--- src/rtl/sdram_arb_pkg.sv ---
// Shared types and defaults for the two-port SDRAM arbiter.
package sdram_arb_pkg;

  // Arbiter grant state: who currently owns the controller slave port.
  typedef enum logic [1:0] {
    IDLE   = 2'd0,
    GRANT0 = 2'd1,
    GRANT1 = 2'd2
  } grant_t;

  // Default number of reads that may be outstanding at the controller.
  localparam int MAX_PEND_DEF = 8;

  // Width of a requester id held in the tag FIFO (two requesters).
  localparam int ID_W = 1;

endpackage

--- src/rtl/arb_tag_fifo.sv ---
// Synchronous FIFO remembering which requester issued each outstanding read.
// Push and pop are ignored when full / empty respectively.
module arb_tag_fifo #(
  parameter int DEPTH = 8,
  parameter int W     = 1,
  localparam int AW   = $clog2(DEPTH),
  localparam int CW   = AW + 1
) (
  input  logic          clk,
  input  logic          reset,
  input  logic          push,
  input  logic          pop,
  input  logic [W-1:0]  din,
  output logic [W-1:0]  dout,
  output logic          full,
  output logic          empty,
  output logic [CW-1:0] count
);

  logic [W-1:0]  mem [DEPTH];
  logic [AW-1:0] wr_ptr;
  logic [AW-1:0] rd_ptr;
  logic          do_push;
  logic          do_pop;

  assign full    = (count == CW'(DEPTH));
  assign empty   = (count == '0);
  assign do_push = push & ~full;
  assign do_pop  = pop & ~empty;
  assign dout    = mem[rd_ptr];

  // Storage write; contents need no reset because count gates every read.
  always_ff @(posedge clk) begin
    if (do_push) mem[wr_ptr] <= din;
  end

  // Pointer and occupancy update; push+pop together leaves count unchanged.
  always_ff @(posedge clk or posedge reset) begin
    if (reset) begin
      wr_ptr <= '0;
      rd_ptr <= '0;
      count  <= '0;
    end else begin
      if (do_push) wr_ptr <= wr_ptr + AW'(1);
      if (do_pop)  rd_ptr <= rd_ptr + AW'(1);
      case ({do_push, do_pop})
        2'b10:   count <= count + CW'(1);
        2'b01:   count <= count - CW'(1);
        default: count <= count;
      endcase
    end
  end

endmodule

--- src/rtl/sdram_port_arbiter.sv ---
// Round-robin arbiter sharing one SDRAM controller slave between two
// Avalon-MM masters. Reads are pipelined; a tag FIFO routes each returning
// readdatavalid to the master that issued the read.
//
// Handshake: a master's command is taken on the cycle its waitrequest is 0;
// the controller takes a command when s_read|s_write is high and
// s_waitrequest is low. Read data returns in issue order.
module sdram_port_arbiter
  import sdram_arb_pkg::*;
#(
  parameter int ADDR_W   = 24,
  parameter int DATA_W   = 16,
  parameter int MAX_PEND = MAX_PEND_DEF,
  localparam int BE_W    = DATA_W / 8,
  localparam int CW      = $clog2(MAX_PEND) + 1
) (
  input  logic              clk,
  input  logic              reset,
  input  logic [ADDR_W-1:0] m0_address,
  input  logic              m0_read,
  input  logic              m0_write,
  input  logic [DATA_W-1:0] m0_writedata,
  input  logic [BE_W-1:0]   m0_byteenable,
  output logic              m0_waitrequest,
  output logic [DATA_W-1:0] m0_readdata,
  output logic              m0_readdatavalid,
  input  logic [ADDR_W-1:0] m1_address,
  input  logic              m1_read,
  input  logic              m1_write,
  input  logic [DATA_W-1:0] m1_writedata,
  input  logic [BE_W-1:0]   m1_byteenable,
  output logic              m1_waitrequest,
  output logic [DATA_W-1:0] m1_readdata,
  output logic              m1_readdatavalid,
  output logic [ADDR_W-1:0] s_address,
  output logic              s_read,
  output logic              s_write,
  output logic [DATA_W-1:0] s_writedata,
  output logic [BE_W-1:0]   s_byteenable,
  input  logic              s_waitrequest,
  input  logic [DATA_W-1:0] s_readdata,
  input  logic              s_readdatavalid,
  output logic [CW-1:0]     pend_count,
  output logic              err_orphan,
  output grant_t            arb_state
);

  grant_t          state;
  logic            last_served;
  logic            gsel;
  logic            granted;
  logic            cur_rd, cur_wr, cur_req, oth_req;
  logic            accept;
  logic            fifo_full, fifo_empty;
  logic [ID_W-1:0] head_id;
  logic            push, pop;

  assign arb_state = state;
  assign gsel      = (state == GRANT1);
  assign granted   = (state != IDLE);

  // Command mux: the granted master drives the controller; read wins a read+write collision.
  always_comb begin
    cur_rd         = gsel ? m1_read : m0_read;
    cur_wr         = gsel ? m1_write : m0_write;
    cur_req        = cur_rd | cur_wr;
    oth_req        = gsel ? (m0_read | m0_write) : (m1_read | m1_write);
    s_address      = gsel ? m1_address : m0_address;
    s_writedata    = gsel ? m1_writedata : m0_writedata;
    s_byteenable   = gsel ? m1_byteenable : m0_byteenable;
    s_read         = granted & cur_rd & ~fifo_full;
    s_write        = granted & cur_wr & ~cur_rd;
    m0_waitrequest = 1'b1;
    m1_waitrequest = 1'b1;
    if (state == GRANT0) m0_waitrequest = s_waitrequest | (cur_rd & fifo_full);
    if (state == GRANT1) m1_waitrequest = s_waitrequest | (cur_rd & fifo_full);
  end

  assign accept = (s_read | s_write) & ~s_waitrequest;
  assign push   = accept & s_read;
  assign pop    = s_readdatavalid & ~fifo_empty;

  assign m0_readdata      = s_readdata;
  assign m1_readdata      = s_readdata;
  assign m0_readdatavalid = pop & (head_id == 1'b0);
  assign m1_readdatavalid = pop & (head_id == 1'b1);

  arb_tag_fifo #(.DEPTH(MAX_PEND), .W(ID_W)) u_tag_fifo (
    .clk   (clk),
    .reset (reset),
    .push  (push),
    .pop   (pop),
    .din   (gsel),
    .dout  (head_id),
    .full  (fifo_full),
    .empty (fifo_empty),
    .count (pend_count)
  );

  // Grant FSM: round-robin on contention, hold until accept or withdrawal.
  always_ff @(posedge clk or posedge reset) begin
    if (reset) begin
      state       <= IDLE;
      last_served <= 1'b1;
    end else begin
      case (state)
        IDLE: begin
          if ((m0_read | m0_write) && (m1_read | m1_write))
            state <= last_served ? GRANT0 : GRANT1;
          else if (m0_read | m0_write) state <= GRANT0;
          else if (m1_read | m1_write) state <= GRANT1;
        end
        GRANT0, GRANT1: begin
          if (!cur_req) begin
            state <= IDLE;
          end else if (accept) begin
            last_served <= gsel;
            if (oth_req) state <= gsel ? GRANT0 : GRANT1;
          end
        end
        default: state <= IDLE;
      endcase
    end
  end

  // Sticky error: controller returned data that no issued read accounts for.
  always_ff @(posedge clk or posedge reset) begin
    if (reset) err_orphan <= 1'b0;
    else if (s_readdatavalid && fifo_empty) err_orphan <= 1'b1;
  end

endmodule

--- config.mk ---
export PLATFORM = sky130hd
export DESIGN_NAME = sdram_port_arbiter
export DESIGN_NICKNAME = d
export VERILOG_FILES = /design/src/rtl/sdram_arb_pkg.sv /design/src/rtl/arb_tag_fifo.sv /design/src/rtl/sdram_port_arbiter.sv
export SDC_FILE = /design/constraint.sdc
export NUM_CORES = 1
export LEC_CHECK = 0
export BUFFER_PORTS_ARGS = -buffer_cell sky130_fd_sc_hd__buf_2
export CELL_PAD_IN_SITES_DETAIL_PLACEMENT = 1
export CELL_PAD_IN_SITES_GLOBAL_PLACEMENT = 1
export CORE_ASPECT_RATIO = 0.5
export CORE_MARGIN = 4
export CORE_UTILIZATION = 24
export CTS_BUF_LIST = sky130_fd_sc_hd__clkbuf_4 sky130_fd_sc_hd__clkbuf_8
export CTS_CLUSTER_SIZE = 28
export DETAILED_ROUTE_END_ITERATION = 8
export PLACE_DENSITY = 0.88
export SLEW_MARGIN = 20
export SYNTH_ARGS = -nofsm -noshare
export SYNTH_HDL_FRONTEND = slang
export SYNTH_HIERARCHICAL = 1
export SYNTH_SLANG_ARGS = --single-unit
--- constraint.sdc ---
create_clock -name clk -period 3.18 [get_ports clk]
set_clock_uncertainty 0.15 [all_clocks]
set_input_delay 0.477 -clock clk [delete_from_list [all_inputs] [get_ports clk]]
set_output_delay 0.477 -clock clk [all_outputs]
set_load 0.1 [all_outputs]
* Word level (Yosys, flattened, before mapping)
Memory sizes are Yosys's and may differ from the RTL's. Index checks and enable logic that the tools add are counted. Widths: inputs -> output; s select.
Word-level totals: flip-flop bits (word level) 14, output and inout port bits 87, input bits 108, bits in latches 0, bits in writable memories 8, logic and storage cells 70, memory bits (read-only) 0, memories 1
Memory list:
- u_tag_fifo.mem | depth 8, width 1, read ports 1, clocked after Yosys merged registers in 0, wr ports 1, line arb_tag_fifo.sv:20 | logic [W-1:0] mem [DEPTH];
Cells by class: equality and inequality tests 8, mux-type cells 20, divide/modulo/power cells 0, add/subtract/negate cells 4, bitwise logic cells 22, shift operators 0, magnitude comparators 0, multipliers 0, reductions and logical operators 9
Operators with widths (number):
- $mux 24 | 1
- $mux 2 | 9
- $mux 16 | 1
- $and 1x1->1 | 12
- $pmux 4 s2 | 1
- $mux 1 | 7
- $add 3x1->3 const B | 2
- $ne 3x3->1 const B | 2
- $reduce_and 3->1 | 2
- $not 1->1 | 5
- $or 1x1->1 | 5
- $add 4x1->4 const B | 1
- $eq 2x1->1 const B | 2
- $eq 2x2->1 const B | 2
- $eq 4x4->1 const B | 1
- $logic_not 4->1 | 1
- $ne 4x4->1 const B | 1
- $pmux 2 s2 | 1
- $reduce_bool 2->1 | 2
- $sub 4x1->4 const B | 1
- $logic_and 1x1->1 | 2
- $logic_not 2->1 | 1
- $reduce_or 2->1 | 1

* Logic depth before layout (Yosys ltp)
Gate-level depths: netlist of the first run.
depth after elaboration 10, gate-level depth with buffers 12, gate-level depth less buffers 11

* By module
Netlist of the first run, hierarchy kept.
Modules (own cells, without submodules):
- sdram_port_arbiter | cells an instance 129, area an instance 1166.1 um2, times used 1, seq. area each 101.3 um2
- arb_tag_fifo | cells an instance 79, area an instance 959.7 um2, times used 1, seq. area each 490.5 um2

* Worst setup path after synthesis of the first run
OpenSTA, ideal clock, no wires.
path kind register -> register, start point register state[0] (netlist: arb_state[0]), end point register last_served, path buffers 1, period minus slack after synthesis 4.771 ns, required time 2.948 ns, data arrival time 4.539 ns, setup slack -1.591 ns, stages on the path, launching flop included 9, setup time 0.082 ns, cell sequence dfrtp_1 inv_1 ha_1 buf_4 nor2b_4 a21oi_1 nor3_1 o21ai_0 mux2_2
On the way: longest elaborated chain between the ends 7, elaborated cells between the ends (all ways) 15, those cells by class 2 x eq/ne; 2 x mux; 8 x bitwise; 3 x reduce/logical
RTL lines:
- from (decl) | line sdram_port_arbiter.sv:48 | grant_t state;
- from (signal assigned) | line sdram_port_arbiter.sv:109 | state <= last_served ? GRANT0 : GRANT1;
- from (signal assigned) | line sdram_port_arbiter.sv:118 | if (oth_req) state <= gsel ? GRANT0 : GRANT1;
- $eq 2x2->1 | line sdram_port_arbiter.sv:59 | assign gsel = (state == GRANT1);
- net gsel | line sdram_port_arbiter.sv:50 | logic gsel;
- $mux 1 | line sdram_port_arbiter.sv:64 | cur_rd = gsel ? m1_read : m0_read;
- $and 1x1->1 (2 in a row) | line sdram_port_arbiter.sv:71 | s_read = granted & cur_rd & ~fifo_full;
- net s_read | line sdram_port_arbiter.sv:36 | output logic s_read,
- $or 1x1->1 | line sdram_port_arbiter.sv:79 | assign accept = (s_read | s_write) & ~s_waitrequest;
- $and 1x1->1 | line sdram_port_arbiter.sv:79
- $reduce_and 3->1 (no source line)
- to (signal assigned) | line sdram_port_arbiter.sv:117 | last_served <= gsel;
- to (decl) | line sdram_port_arbiter.sv:49 | logic last_served;
The timed path passes the listed nets, and every way through them passes these cells. A chain may end at the register's enable or synchronous reset.

* Worst setup path in the final report of the first run
start point register state[0] (netlist: arb_state[0]), end point register u_tag_fifo.count[3]
On the way: longest elaborated chain between the ends 10, elaborated cells between the ends (all ways) 17, those cells by class 3 x eq/ne; 3 x mux; 9 x bitwise; 2 x reduce/logical
RTL lines:
- $eq 2x2->1 * | line sdram_port_arbiter.sv:59
- net gsel | line sdram_port_arbiter.sv:50
- $mux 1 (on tied branches) | line sdram_port_arbiter.sv:64, sdram_port_arbiter.sv:65
- $and 1x1->1 (tied with other cells) | line sdram_port_arbiter.sv:71
- $and 1x1->1 (on tied branches) | line sdram_port_arbiter.sv:71, sdram_port_arbiter.sv:72
- $or 1x1->1 | line sdram_port_arbiter.sv:79
- $and 1x1->1 | line sdram_port_arbiter.sv:79
- $and 1x1->1 * | line sdram_port_arbiter.sv:80 | assign push = accept & s_read;
- net push | line sdram_port_arbiter.sv:56 | logic push, pop;
- $and 1x1->1 * | line arb_tag_fifo.sv:28 | assign do_push = push & ~full;
- $eq 2x1->1 / $eq 2x2->1 (equally long branches) | line arb_tag_fifo.sv:46 | case ({do_push, do_pop})
- $pmux 4 s2 / $reduce_bool 2->1 (equally long branches)
- to (signal assigned) | line arb_tag_fifo.sv:47 | 2'b10: count <= count + CW'(1);
- to (signal assigned) | line arb_tag_fifo.sv:48 | 2'b01: count <= count - CW'(1);
- to (signal assigned) | line arb_tag_fifo.sv:49 | default: count <= count;
- to (decl) | line arb_tag_fifo.sv:17 | output logic [CW-1:0] count
The timed path passes the listed nets; every way through them passes the cells marked *.

==> impl_metrics.toml, run 1 <==
[route]
drt_iter0_drc = 56
ant_nets = 0
viasPerCell = 4.533
drc = 0
drt-total-wl_um = 7867
vias = 1981
dr.pass1.iters = 4
wl_per_cell_um = 18.00

[cells_and_area]
final_common_cell = "buf_2"
syn_to_final_growth_pct = 68.16
layout_common_cells = "buf_2 (101), mux2_2 (45), buf_12 (45), inv_1 (12), nor2_1 (11)"
design_area_mm2 = 0.003575
fin_cells = 437
nNetsFinal = 444
antenna_cells = 0
layout-drive-gt1-share_pct = 68.31

[floorplanning]
die_w_um = 141.1
die-area_mm2 = 0.01052
num_rows = 23
top_level_ports = 195
core_region_area_mm2 = 0.008317
die_h_um = 74.55
start_util_pct = 25.56

[clocking]
clk_pin_slew_worst_paths_ns = 0.08
cts_max_path_buffers = 2
cts_buffers = 3
cts_tree = "built"
clock_latency_ns = 0.26
ctsHtreeMaxLevel = 1
cts.sink_count = 22
cts_root_buf = "clkbuf_8"

[worst_setup_path]
cp_max_fo = 9
crit_path_top_delay_cell = "dfrtp_4"
r2r_setup_slack_ns = 0.06
crit_type = "reg -> reg"
crit_buf_inv = 1
crit_path_frequent_cell = "ha_4"
worstPathArrival_ns = 3.10
end_kind = "flop"
crit_family = "simple AND/OR/NAND/NOR gates"
cp-start-kind = "flop"
cp_cell_sequence = "inv_1 -> ha_4 -> a21oi_1 -> nor4_4 -> nand2_4 -> ha_4 -> ha_1 -> or4b_1 -> o311ai_0 -> o211ai_1"
slowest_delay_ns = 0.51
critPathRequiredTime_ns = 3.16

[yosys]
synth_seq_area_share_pct = 27.84
synth_cell_types = 46
avgSynthCellArea_um2 = 10.22
synth-seq-cells = 22
syn-cell-area_mm2 = 0.002126
synth_ff_type = "dfrtp_1"
async_flop_share_pct = 63.64
synth_edf_count = 8
syn_nets = 326
synthCells = 208
yosys_warnings = 6

[place]
finalWeightedCongestion = 0.8323
port_buffers = 146
dpl_cell_area_mm2 = 0.003445
hpwl_um = 6726
place_inst = 428

[grt]
grt_pass1_wl_um = 11280
grt_max_degree = 51
grt_pass1_vias = 2267
antenna_found_initial = 0
globalRouteOverflowTotal = 0
track_usage_pct = 13.51

[sta]
fmax_mhz = 321.0
whs_ns = 0.3038
finalCritPeriodShare_pct = 97.97
setup_viol = 0
min_period_ns = 3.115
timing.slew.headroom_pct = 58.54
fin_setup_tns_ns = 0
slew_viol_final = 0
hold_viol_final = 0
tightest_slew_ns = 0.6219

[run]
max_cap_viol_count = 0

[status]
status = "completed"

[min_path]
hold_class = "in -> reg"
## final timing paths
check                           startpoint                   to  cells past startpoint
min in group asynchronous            reset         arb_state[0]                      3
min reg2reg                     err_orphan           err_orphan                      1
max reg2reg                   arb_state[0]  u_tag_fifo/count[3]                     10
max                           arb_state[0]  u_tag_fifo/count[3]                     10
max in group asynchronous            reset  u_tag_fifo/count[3]                      3
min                        s_readdatavalid           err_orphan                      2
## cells by family (layout without fill, tap and decap cells)
family                     after synthesis  after routing  synth area share (%)
and+or+nand+nor                         47             47                 12.77
DFF                                     22             22                 27.84
AOI/OAI and AO/OA                       21             21                 7.535
buffers and inverters                   51            168                 15.13
xor gates and xnor gates                 6              6                 2.472
adders and majority gates               10             10                 6.239
muxes                                   51             51                 28.02
## what timing repair did
action,CTS,global route
hold endpoints to repair,3,0
gates resized for setup,1,1
buffers inserted,0,4
hold buffers,1,0
endpoints found under the setup margin,1,2
pin swaps,0,2
## sequential cells by signal (all words and copies together) (netlist names)
register and flops:
err_orphan 1, u_tag_fifo/wr_ptr 3, u_tag_fifo/rd_ptr 3, u_tag_fifo/count 4
u_tag_fifo/mem 8, last_served 1, arb_state 2
## metrics by stage
stage	util (%)	setup slack [ns]
after global placement	41.42	0.1116
after floorplan	-	-0.1345
after CTS	42.50	0.008436
after detailed placement	41.42	-0.06087
final	42.98	0.06467
after global routing	42.98	-0.07469
## layout make-up
cell class	count	area (um^2)
fillers	923	4742
repair buffers	152	1454
multi-input cells	135	1260
flip-flops and latches	22	604.3
well taps	112	140.1
inverters	12	45.04
clock buffers	3	41.29
clock inverters	1	30.03
## routing by layer
| layer | share of wire [%] | global-route usage, % | vias to the layer above |
|---|---|---|---|
| met5 | 0 | 0 | - |
| met4 | 1.6 | 3.437 | 0 |
| met3 | 5.6 | 3.725 | 13 |
| met2 | 60 | 28.31 | 68 |
| met1 | 33 | 13.36 | 956 |
| li1 | - | - | 944 |
## cell usage after synthesis (2+ instances only)
cell type | instances | area (um^2)
mux2_1 | 3 | 33.78
o21ai_0 | 4 | 20.02
nor4_1 | 2 | 12.51
xnor2_1 | 5 | 43.79
nand2b_1 | 3 | 18.77
nor2b_1 | 2 | 12.51
ha_1 | 9 | 112.6
buf_2 | 5 | 25.02
nand3_1 | 3 | 15.01
mux2_2 | 45 | 506.7
nor3b_1 | 2 | 15.01
mux4_2 | 2 | 45.04
edfxtp_1 | 8 | 240.2
nand3b_1 | 3 | 22.52
a21oi_1 | 6 | 30.03
inv_1 | 12 | 45.04
nor3_1 | 4 | 20.02
buf_4 | 33 | 247.7
dfrtp_1 | 13 | 325.3
nand2_1 | 7 | 26.28
nor2_1 | 12 | 45.04
Power of run 1 is left out: the tool's default activity adds up to more than one toggle a clock period on the data nets, which glitch-free logic cannot reach.
==> run 2: changes to the inputs <==
--- a/config.mk
+++ b/config.mk
@@ -5,6 +5,7 @@
 export SDC_FILE = /design/constraint.sdc
 export NUM_CORES = 1
 export LEC_CHECK = 0
+export ABC_AREA = 0
 export BUFFER_PORTS_ARGS = -buffer_cell sky130_fd_sc_hd__buf_2
 export CELL_PAD_IN_SITES_DETAIL_PLACEMENT = 1
 export CELL_PAD_IN_SITES_GLOBAL_PLACEMENT = 1
@@ -15,6 +16,7 @@
 export CTS_CLUSTER_SIZE = 28
 export DETAILED_ROUTE_END_ITERATION = 8
 export PLACE_DENSITY = 0.88
+export REMOVE_ABC_BUFFERS = 1
 export SLEW_MARGIN = 20
 export SYNTH_ARGS = -nofsm -noshare
 export SYNTH_HDL_FRONTEND = slang
==> run 2 against run 1 <==
Effect of this change: global-route usage down 1.0 points; non-clock buffer count grew 2; maximum frequency up 3.5%; critical path type unchanged; critical endpoint unchanged.
==> impl_metrics.toml, run 2 (synthesis results as in run 1) <==
[route]
drc = 0
wl_per_cell_um = 16.16
drt-total-wl_um = 7096
vias = 2003
ant_nets = 0
dr.pass1.iters = 3
drt_iter0_drc = 46
viasPerCell = 4.563

[place]
port_buffers = 146
finalWeightedCongestion = 0.7829
hpwl_um = 5965
place_inst = 434
pre_cts_slack_ns = 0.1407

[clocking]
cts_setup_buffers = 0
cts_max_path_buffers = 2
clock_latency_ns = 0.26
cts_buffers = 3
clk_pin_slew_worst_paths_ns = 0.08
ctsHtreeMaxLevel = 1
cts_tree = "built"
cts.sink_count = 22
cts_root_buf = "clkbuf_8"

[worst_setup_path]
slowest_delay_ns = 0.62
r2r_setup_slack_ns = 0.17
crit_path_frequent_cell = "ha_1"
cp_cell_sequence = "or4b_4 -> inv_2 -> nor4_1 -> buf_4 -> nand2_4 -> ha_1 -> ha_1 -> or4b_1 -> o311ai_0 -> o211ai_1"
worstPathArrival_ns = 3.00
r2r_start = "u_tag_fifo/count[0]"
rr_worst_depth = 10
crit_path_top_delay_cell = "or4b_4"
crit_end = "u_tag_fifo/count[3]"
critPathRequiredTime_ns = 3.17
startpoint = "u_tag_fifo/count[0]"
end_kind = "flop"
crit_type = "reg -> reg"
cp-start-kind = "flop"
cp_max_fo = 6
reg2reg_to = "u_tag_fifo/count[3]"

[sta]
setup_viol = 0
slew_viol_final = 0
hold_viol_final = 0
fmax_mhz = 332.2
min_period_ns = 3.010
timing.slew.headroom_pct = 66.82
finalCritPeriodShare_pct = 94.65
setup_slack_ns = 0.1700
tightest_slew_ns = 0.4931
rsz0062_at_grt = "no"

[cells_and_area]
seq_area_um2 = 591.8
antenna_cells = 0
nNetsFinal = 446
largest_register = "u_tag_fifo/mem"
syn_to_final_growth_pct = 34.37
reg.largest.list = "u_tag_fifo/mem x8, u_tag_fifo/count x4"
final_common_cell = "buf_2"
num-fill-cells = 1000
largest_register_ffs = 8
layout-drive-gt1-share_pct = 65.75
fin_cells = 439
multiInputGateArea_mm2 = 0.001215
layout_common_cells = "buf_2 (146), mux2_2 (45), dfrtp_1 (13), nor2_1 (12), inv_1 (11)"

[floorplanning]
die-area_mm2 = 0.01052
die_h_um = 74.55
core_region_area_mm2 = 0.008317
die_w_um = 141.1
start_util_pct = 25.56
num_rows = 23
top_level_ports = 195

[min_path]
hold_class = "in -> reg"

[status]
status = "completed"

[grt]
track_usage_pct = 12.49
grt_max_degree = 37
globalRouteOverflowTotal = 0
grt_pass1_wl_um = 10650
antenna_found_initial = 0
grt_pass1_vias = 2163

[run]
max_cap_viol_count = 0
-- run 2: critical path, delay by kind of cell, from the launching register on --
kind	cells	cell delay (ns)
simple gates	4	1.22
fa+ha+maj	2	0.54
flops	1	0.46
buf+inv	2	0.28
compound gates	2	0.23
-- run 2: timing repair --
action,4_1_cts,5_1_grt
hold endpoints to repair,3,0
setup endpoints to repair,0,1
hold buffers,1,0
resized for setup,0,1
-- run 2: final cells by class --
type / instances / area share [%]
clock inverters: 1 / 1.051
clock buffers: 3 / 1.445
multi-input cells: 135 / 42.53
well taps: 112 / 4.906
repair buffers: 154 / 27.77
inverters: 12 / 1.577
flip-flops and latches: 22 / 20.72
-- run 2: stage by stage --
step	hold slack, ns	utilization (%)	instance area, um^2	setup TNS, ns
final	0.3010	34.35	2856	0
after CTS	0.2914	34.35	2856	0
after global placement	0.2250	33.37	2775	0
after floorplan	0.09236	-	1849	-55.66
after detailed placement	0.2306	33.37	2775	0
after global routing	0.2980	34.35	2856	0
-- run 2: how the worst min path moves through the flow --
stage	from	to	slack, ns	depth (start not counted)
2_1_floorplan	reset	arb_state[0]	0.09	1
3_3_place_gp	reset	arb_state[1]	0.23	2
3_5_place_dp	reset	err_orphan	0.23	2
4_1_cts	s_readdatavalid	err_orphan	0.29	2
5_1_grt	s_readdatavalid	err_orphan	0.30	2
6_report	s_readdatavalid	err_orphan	0.30	2
-- run 2: per-layer routing --
metal  up-vias  global-route usage, %  wire [um]
met5         -                 0.4386          0
met4         0                  2.578         28
met3         2                  5.780        692
met2       102                  22.30       3657
met1       952                  13.98       2718
li1        947                      -          -
Power of run 2 is left out for the same reason.
